<file path="config.mk">
export PLATFORM = sky130hd
export DESIGN_NAME = bounce_decoder
export DESIGN_NICKNAME = d
export VERILOG_FILES = /design/src/rtl/bounce_pkg.sv /design/src/rtl/onehot_enc.sv /design/src/rtl/bounce_decoder.sv
export SDC_FILE = /design/constraint.sdc
export NUM_CORES = 1
export LEC_CHECK = 0
export CAP_MARGIN = 20
export CORE_ASPECT_RATIO = 1.1
export CORE_UTILIZATION = 44
export CTS_CLUSTER_SIZE = 16
export DETAILED_ROUTE_END_ITERATION = 8
export GPL_ROUTABILITY_DRIVEN = 0
export PLACE_DENSITY = 0.75
export SYNTH_ARGS = -nofsm -noshare
export SYNTH_HDL_FRONTEND = slang
export SYNTH_SLANG_ARGS = --single-unit
</file>
<file path="constraint.sdc">
create_clock -name clk -period 2.16 [get_ports clk]
set_input_delay 0.216 -clock clk [delete_from_list [all_inputs] [get_ports clk]]
set_output_delay 0.216 -clock clk [all_outputs]
set_load 0.005 [all_outputs]
</file>
<file path="src/rtl/bounce_pkg.sv">
// ---------------------------------------------------------------------------
// bounce_pkg
// Shared definitions for the bouncing one-hot sequence decoder:
//   - state_t     : decoder tracking states (SEARCH, ACQUIRE, LOCKED)
//   - pos_width() : width of a binary index into an N-bit one-hot bus
//   - RST_*       : values the decoder returns to on reset
// ---------------------------------------------------------------------------
package bounce_pkg;

    typedef enum logic [1:0] {
        SEARCH  = 2'd0,
        ACQUIRE = 2'd1,
        LOCKED  = 2'd2
    } state_t;

    // A 1-bit index is still needed when N is 2 (or degenerate).
    function automatic int pos_width(input int n);
        return (n < 2) ? 1 : $clog2(n);
    endfunction

    localparam state_t RST_STATE  = SEARCH;
    localparam logic   RST_DIR    = 1'b1;
    localparam logic   RST_TC     = 1'b0;
    localparam logic   RST_ERR    = 1'b0;
    localparam int     RST_POS    = 0;
    localparam int     RST_PERIOD = 0;
    localparam int     RST_ERRCNT = 0;

endpackage

</file>
<file path="src/rtl/onehot_enc.sv">
// ---------------------------------------------------------------------------
// onehot_enc
// Combinational one-hot to binary encoder with a validity flag.
// Ports:
//   i_onehot  in  N  sampled pattern
//   o_idx     out P  index of the set bit (meaningful only when o_valid)
//   o_valid   out 1  exactly one bit of i_onehot is set
// ---------------------------------------------------------------------------
module onehot_enc
    import bounce_pkg::*;
#(
    parameter int N = 8,
    parameter int P = pos_width(N)
) (
    input  logic [N-1:0] i_onehot,
    output logic [P-1:0] o_idx,
    output logic         o_valid
);

    logic [N-1:0] w_minus1;

    // OR-ing the indices of all set bits is exact for a one-hot input; for
    // other inputs the index is garbage but o_valid is low.
    always_comb begin
        o_idx = '0;
        for (int i = 0; i < N; i++) begin
            if (i_onehot[i]) begin
                o_idx = o_idx | P'(i);
            end
        end
    end

    // x & (x-1) clears the lowest set bit; zero result means at most one bit.
    assign w_minus1 = i_onehot - N'(1);
    assign o_valid  = (i_onehot != '0) && ((i_onehot & w_minus1) == '0);

endmodule

</file>
<file path="src/rtl/bounce_decoder.sv">
// ---------------------------------------------------------------------------
// bounce_decoder
// Receive-side monitor for a bouncing one-hot pattern. Recovers position and
// sweep direction, locks onto the bounce sequence, pulses tc on every LSB
// arrival while locked, counts periods and flags sequence violations.
//
// Ports:
//   clk           in  1              rising-edge clock
//   rstna         in  1              synchronous active-low reset
//   ena           in  1              q_in carries a new sample this cycle
//   q_in          in  N              observed pattern
//   pos           out P              index of last accepted position
//   dir           out 1              1 = moving toward LSB, 0 = toward MSB
//   locked        out 1              tracking a valid sequence
//   tc            out 1              pulse: LSB reached while locked
//   err           out 1              pulse: sequence violation while locked
//   period_count  out COUNTER_WIDTH  wrapping count of LSB arrivals
//   err_count     out ERR_WIDTH      saturating violation count
//
// Build option: BOUNCE_DEC_ERRCNT_EN enables the err_count counter; when it
// is not defined err_count is tied to zero and has no storage.
// ---------------------------------------------------------------------------
module bounce_decoder
    import bounce_pkg::*;
#(
    parameter int N             = 8,
    parameter int COUNTER_WIDTH = 8,
    parameter int ERR_WIDTH     = 8,
    parameter int P             = pos_width(N)
) (
    input  logic                     clk,
    input  logic                     rstna,
    input  logic                     ena,
    input  logic [N-1:0]             q_in,
    output logic [P-1:0]             pos,
    output logic                     dir,
    output logic                     locked,
    output logic                     tc,
    output logic                     err,
    output logic [COUNTER_WIDTH-1:0] period_count,
    output logic [ERR_WIDTH-1:0]     err_count
);

    localparam logic [P-1:0] POS_MAX = P'(N - 1);
    localparam logic [P:0]   ONE_E   = (P + 1)'(1);

    state_t                   r_state, w_state_nx;
    logic [P-1:0]             r_pos, w_pos_nx;
    logic                     r_dir, w_dir_nx;
    logic                     r_tc, w_tc_nx;
    logic                     r_err, w_err_nx;
    logic [COUNTER_WIDTH-1:0] r_period, w_period_nx;

    logic [P-1:0]             w_idx;
    logic                     w_valid;
    logic [P-1:0]             w_exp_idx;
    logic                     w_exp_dir;
    logic [P:0]               w_idx_e, w_pos_e;
    logic                     w_adjacent;

    onehot_enc #(
        .N (N),
        .P (P)
    ) u_enc (
        .i_onehot (q_in),
        .o_idx    (w_idx),
        .o_valid  (w_valid)
    );

    // Expected next position while locked, reflecting at either end.
    always_comb begin
        w_exp_idx = r_pos;
        w_exp_dir = r_dir;
        if (r_dir) begin
            if (r_pos == '0) begin
                w_exp_idx = P'(1);
                w_exp_dir = 1'b0;
            end else begin
                w_exp_idx = r_pos - P'(1);
            end
        end else begin
            if (r_pos == POS_MAX) begin
                w_exp_idx = POS_MAX - P'(1);
                w_exp_dir = 1'b1;
            end else begin
                w_exp_idx = r_pos + P'(1);
            end
        end
    end

    // One extra bit so that pos+1 at the top end cannot wrap into index 0.
    assign w_idx_e    = {1'b0, w_idx};
    assign w_pos_e    = {1'b0, r_pos};
    assign w_adjacent = (w_idx_e == w_pos_e + ONE_E) || (w_pos_e == w_idx_e + ONE_E);

    always_comb begin
        w_state_nx  = r_state;
        w_pos_nx    = r_pos;
        w_dir_nx    = r_dir;
        w_tc_nx     = 1'b0;
        w_err_nx    = 1'b0;
        w_period_nx = r_period;
        if (ena) begin
            case (r_state)
                SEARCH: begin
                    if (w_valid) begin
                        w_pos_nx   = w_idx;
                        w_state_nx = ACQUIRE;
                    end
                end
                ACQUIRE: begin
                    if (!w_valid) begin
                        w_state_nx = SEARCH;
                    end else begin
                        w_pos_nx = w_idx;
                        if (w_adjacent) begin
                            // Locking never raises tc, even when landing on 0.
                            w_dir_nx   = (w_idx < r_pos);
                            w_state_nx = LOCKED;
                        end
                    end
                end
                LOCKED: begin
                    if (w_valid && (w_idx == w_exp_idx)) begin
                        w_pos_nx = w_idx;
                        w_dir_nx = w_exp_dir;
                        if (w_idx == '0) begin
                            w_tc_nx     = 1'b1;
                            w_period_nx = r_period + COUNTER_WIDTH'(1);
                        end
                    end else begin
                        w_err_nx = 1'b1;
                        if (w_valid) begin
                            w_pos_nx   = w_idx;
                            w_state_nx = ACQUIRE;
                        end else begin
                            w_state_nx = SEARCH;
                        end
                    end
                end
                default: begin
                    w_state_nx = SEARCH;
                end
            endcase
        end
    end

    always_ff @(posedge clk) begin
        if (!rstna) begin
            r_state  <= RST_STATE;
            r_pos    <= P'(RST_POS);
            r_dir    <= RST_DIR;
            r_tc     <= RST_TC;
            r_err    <= RST_ERR;
            r_period <= COUNTER_WIDTH'(RST_PERIOD);
        end else begin
            r_state  <= w_state_nx;
            r_pos    <= w_pos_nx;
            r_dir    <= w_dir_nx;
            r_tc     <= w_tc_nx;
            r_err    <= w_err_nx;
            r_period <= w_period_nx;
        end
    end

`ifdef BOUNCE_DEC_ERRCNT_EN
    logic [ERR_WIDTH-1:0] r_err_count;

    always_ff @(posedge clk) begin
        if (!rstna) begin
            r_err_count <= ERR_WIDTH'(RST_ERRCNT);
        end else if (w_err_nx && (r_err_count != '1)) begin
            r_err_count <= r_err_count + ERR_WIDTH'(1);
        end
    end

    assign err_count = r_err_count;
`else
    assign err_count = '0;
`endif

    assign pos          = r_pos;
    assign dir          = r_dir;
    assign locked       = (r_state == LOCKED);
    assign tc           = r_tc;
    assign err          = r_err;
    assign period_count = r_period;

endmodule

</file>
==> reports/results.ini <==
[outcome]
outcome=finished, violations left
violations=setup timing

[cts]
cts_made_buffers=3
cts_root_buf=clkbuf_4
path_clk_slew_ps=110
cts_tree=built
clk_latency_ps=310
cts_sinks=16
clockBufferDepth=2
cts_max_level=1

[synth]
synth_edf_count=0
synth.distinct_cells=48
synth_cells=160
synthAdderAreaFrac_pct=10.9
synth.cell_area_um2=1360
synth_simple_gate_area_share_pct=26.8
synth_top_family_by_area=simple AND/OR/NAND/NOR gates
synth_xor_xnor_area_share_pct=6.26
ys_warn_count=0
synth_top_flop_cell=dfxtp_1
synth_compound_area_share_pct=20.5
synth.area.mux_share_pct=2.21
ys_ff_latch=16
yosysSeqAreaShare_pct=23.6
postSynthAreaPerCell_um2=8.50
synthArstFlopShare_pct=0

[worst_setup_path]
path_buf_inv=2
crit_path_end_kind=flop
crit_required_ps=2400
critPathLaunchType=flop
critPathSlowestCell=dfxtp_4
max_stage_delay_ps=400
crit_type=flop to flop
worstRegToRegCells=9
crit_chain=inv_4, ha_4, or3b_4, a31oi_4, xnor2_2, buf_4, nand4_1, a211oi_2, mux2i_1
cp.depth=9
crit_family=simple AND/OR/NAND/NOR gates
crit_path_max_fanout=4
crit_arrival_ps=2500

[floorplanning]
coreArea_um2=2850
ios=34
dieArea_um2=3320
start_util_pct=47.7
die_w_um=55.0
num_rows=20
die_y_um=60.3

[drt]
drtIter0Drc=39
drc=0
firstDrtPassIters=4
vias_per_cell=5.87
antenna_left=0
wl_um=4280
num_vias=1461
wl_per_cell_um=17.2

[grt]
grt_max_degree=19
grt_overflow_total=0
antenna_found_initial=0
grt_pass1_vias=1434
grt.total_usage_pct=27.3
grt_pass1_wl_um=6420

[placement]
dp_hpwl_um=2810
placed_area_um2=1840
io_buffers=25
dp_slack_ps=-390

[final_layout]
drive_above_1_share_pct=41.7
syn_to_final_growth_pct=62.4
final_util_pct=77.4
stdcell_area_um2=2210
antenna_cells=0
nNetsFinal=239

[power]
vdd_ir_drop_max_v=0.000430
p_leak_nw=0.836
p_per_area_nw_per_um2=295

[flow_run]
maxCapViolCount=0

[worst_hold_path]
holdPathStages=2
hold_path.class=flop to flop
worstHoldStart=period_count[7]

[sta]
fin_ws_ps=-91.8
rsz0062_at_grt=true
period_minus_slack_ps=2250
report.final.slew_viol_count=0
fin_skew_ps=11.1
hold_viol=0
hold_slack_ps=514
max_freq_ghz=0.444
setup_viol=4
finalSetupTns_ps=-162
period_share_pct=104

## Yosys cell counts (3+ instances only)
| cell | instances | area, µm² |
|---|---|---|
| and3_1 | 3 | 18.8 |
| o311ai_1 | 5 | 43.8 |
| nor3_1 | 4 | 20.0 |
| nand2b_1 | 7 | 43.8 |
| nor4_4 | 3 | 63.8 |
| a21oi_1 | 5 | 25.0 |
| ha_1 | 11 | 138 |
| nand4_1 | 5 | 31.3 |
| o41ai_1 | 5 | 43.8 |
| xnor2_1 | 4 | 35.0 |
| o221a_1 | 3 | 33.8 |
| nand3_1 | 4 | 20.0 |
| buf_4 | 8 | 60.1 |
| nand2_1 | 10 | 37.5 |
| mux2i_1 | 3 | 30.0 |
| inv_2 | 4 | 15.0 |
| clkbuf_1 | 5 | 18.8 |
| inv_1 | 7 | 26.3 |
| dfxtp_1 | 16 | 320 |
| a31oi_1 | 4 | 25.0 |
| nor2b_1 | 3 | 18.8 |
| nor2_1 | 9 | 33.8 |
## path summary, 6_finish.rpt
check | end | slack, ps
worst max-delay path | dir | -90
worst min-delay path | period_count[7] | 510
worst max register to register | dir | -90
worst min register to register | period_count[7] | 510
## stage by stage
stage | std cells | power (W)
2_1_floorplan | 167 | 0.000368
3_3_place_gp | 241 | 0.000420
3_5_place_dp | 241 | 0.000425
4_1_cts | 249 | 0.000637
5_1_grt | 249 | 0.000670
6_report | 249 | 0.000651
## final cells by class
| cell class | instances | area (µm²) |
|---|---|---|
| multi-input combinational | 125 | 1230 |
| fill | 189 | 644 |
| timing repair buffer | 60 | 526 |
| sequential | 16 | 329 |
| inverter | 11 | 46.3 |
| tap | 33 | 41.3 |
| clock buffer | 4 | 36.3 |
## report_power, final
| group | internal (W) | total (W) | switching [W] |
|---|---|---|---|
| Combinational | 0.0000678 | 0.000141 | 0.0000734 |
| Sequential | 0.000294 | 0.000297 | 0.00000260 |
| Clock | 0.000103 | 0.000213 | 0.000110 |
| Total | 0.000465 | 0.000651 | 0.000186 |
## kinds of logic after synthesis
| kind of cell | count (synthesis) |
|---|---|
| multiplexers | 3 |
| XOR/XNOR | 8 |
| buffers and inverters | 26 |
| adder cells (fa/ha/maj) | 12 |
| flip-flops | 16 |
| other | 1 |
| AND/OR/NAND/NOR | 58 |
| AO/OA/AOI/OAI | 36 |
## timing repair
action / CTS / global route
buffers inserted: 3 / 0
setup endpoints to repair: 13 / 15
hold endpoints to repair: 0 / 0
pin swaps: 10 / 8
gates cloned: 1 / 0
hold buffers: 0 / 0
resized for setup: 26 / 30
## placed cells by master, fill, tap and decap left out, types with 2 or more instances in the layout
cell              n
xnor2_2           4
ha_1              7
xor2_1            2
inv_4             2
buf_4            34
nand3_1           4
dfxtp_4           2
clkdlybuf4s50_1  23
dfxtp_1          13
nor2_1            7
ha_4              3
o221a_1           3
nand2_1          10
nor3_2            3
nor2b_1           2
nand4_1           5
o41ai_2           4
nor4_4            4
o21ai_0           2
xnor2_1           2
a21oi_2           4
nand2b_1          7
a31oi_1           3
inv_2             4
o311ai_4          5
nor2_2            2
or4_1             2
clkbuf_4          3
conb_1            8
inv_1             5
dlymetal6s2s_1    2
mux2i_1           2
and3_1            3
## routing by layer
metal,vias to the layer above,global-route usage (%),routed length (µm)
met4,0,14.6,132
met1,708,30.3,1670
met2,44,49.4,2310
met3,14,2.80,170
met5,-,0,0
li1,695,-,-
## tightest hold or removal path, cell delays in order, from the launching register on
cell	delay, ps
dfxtp_1	350
o31ai_2	70
a21oi_2	50
Power figures use the tool's default switching activity.
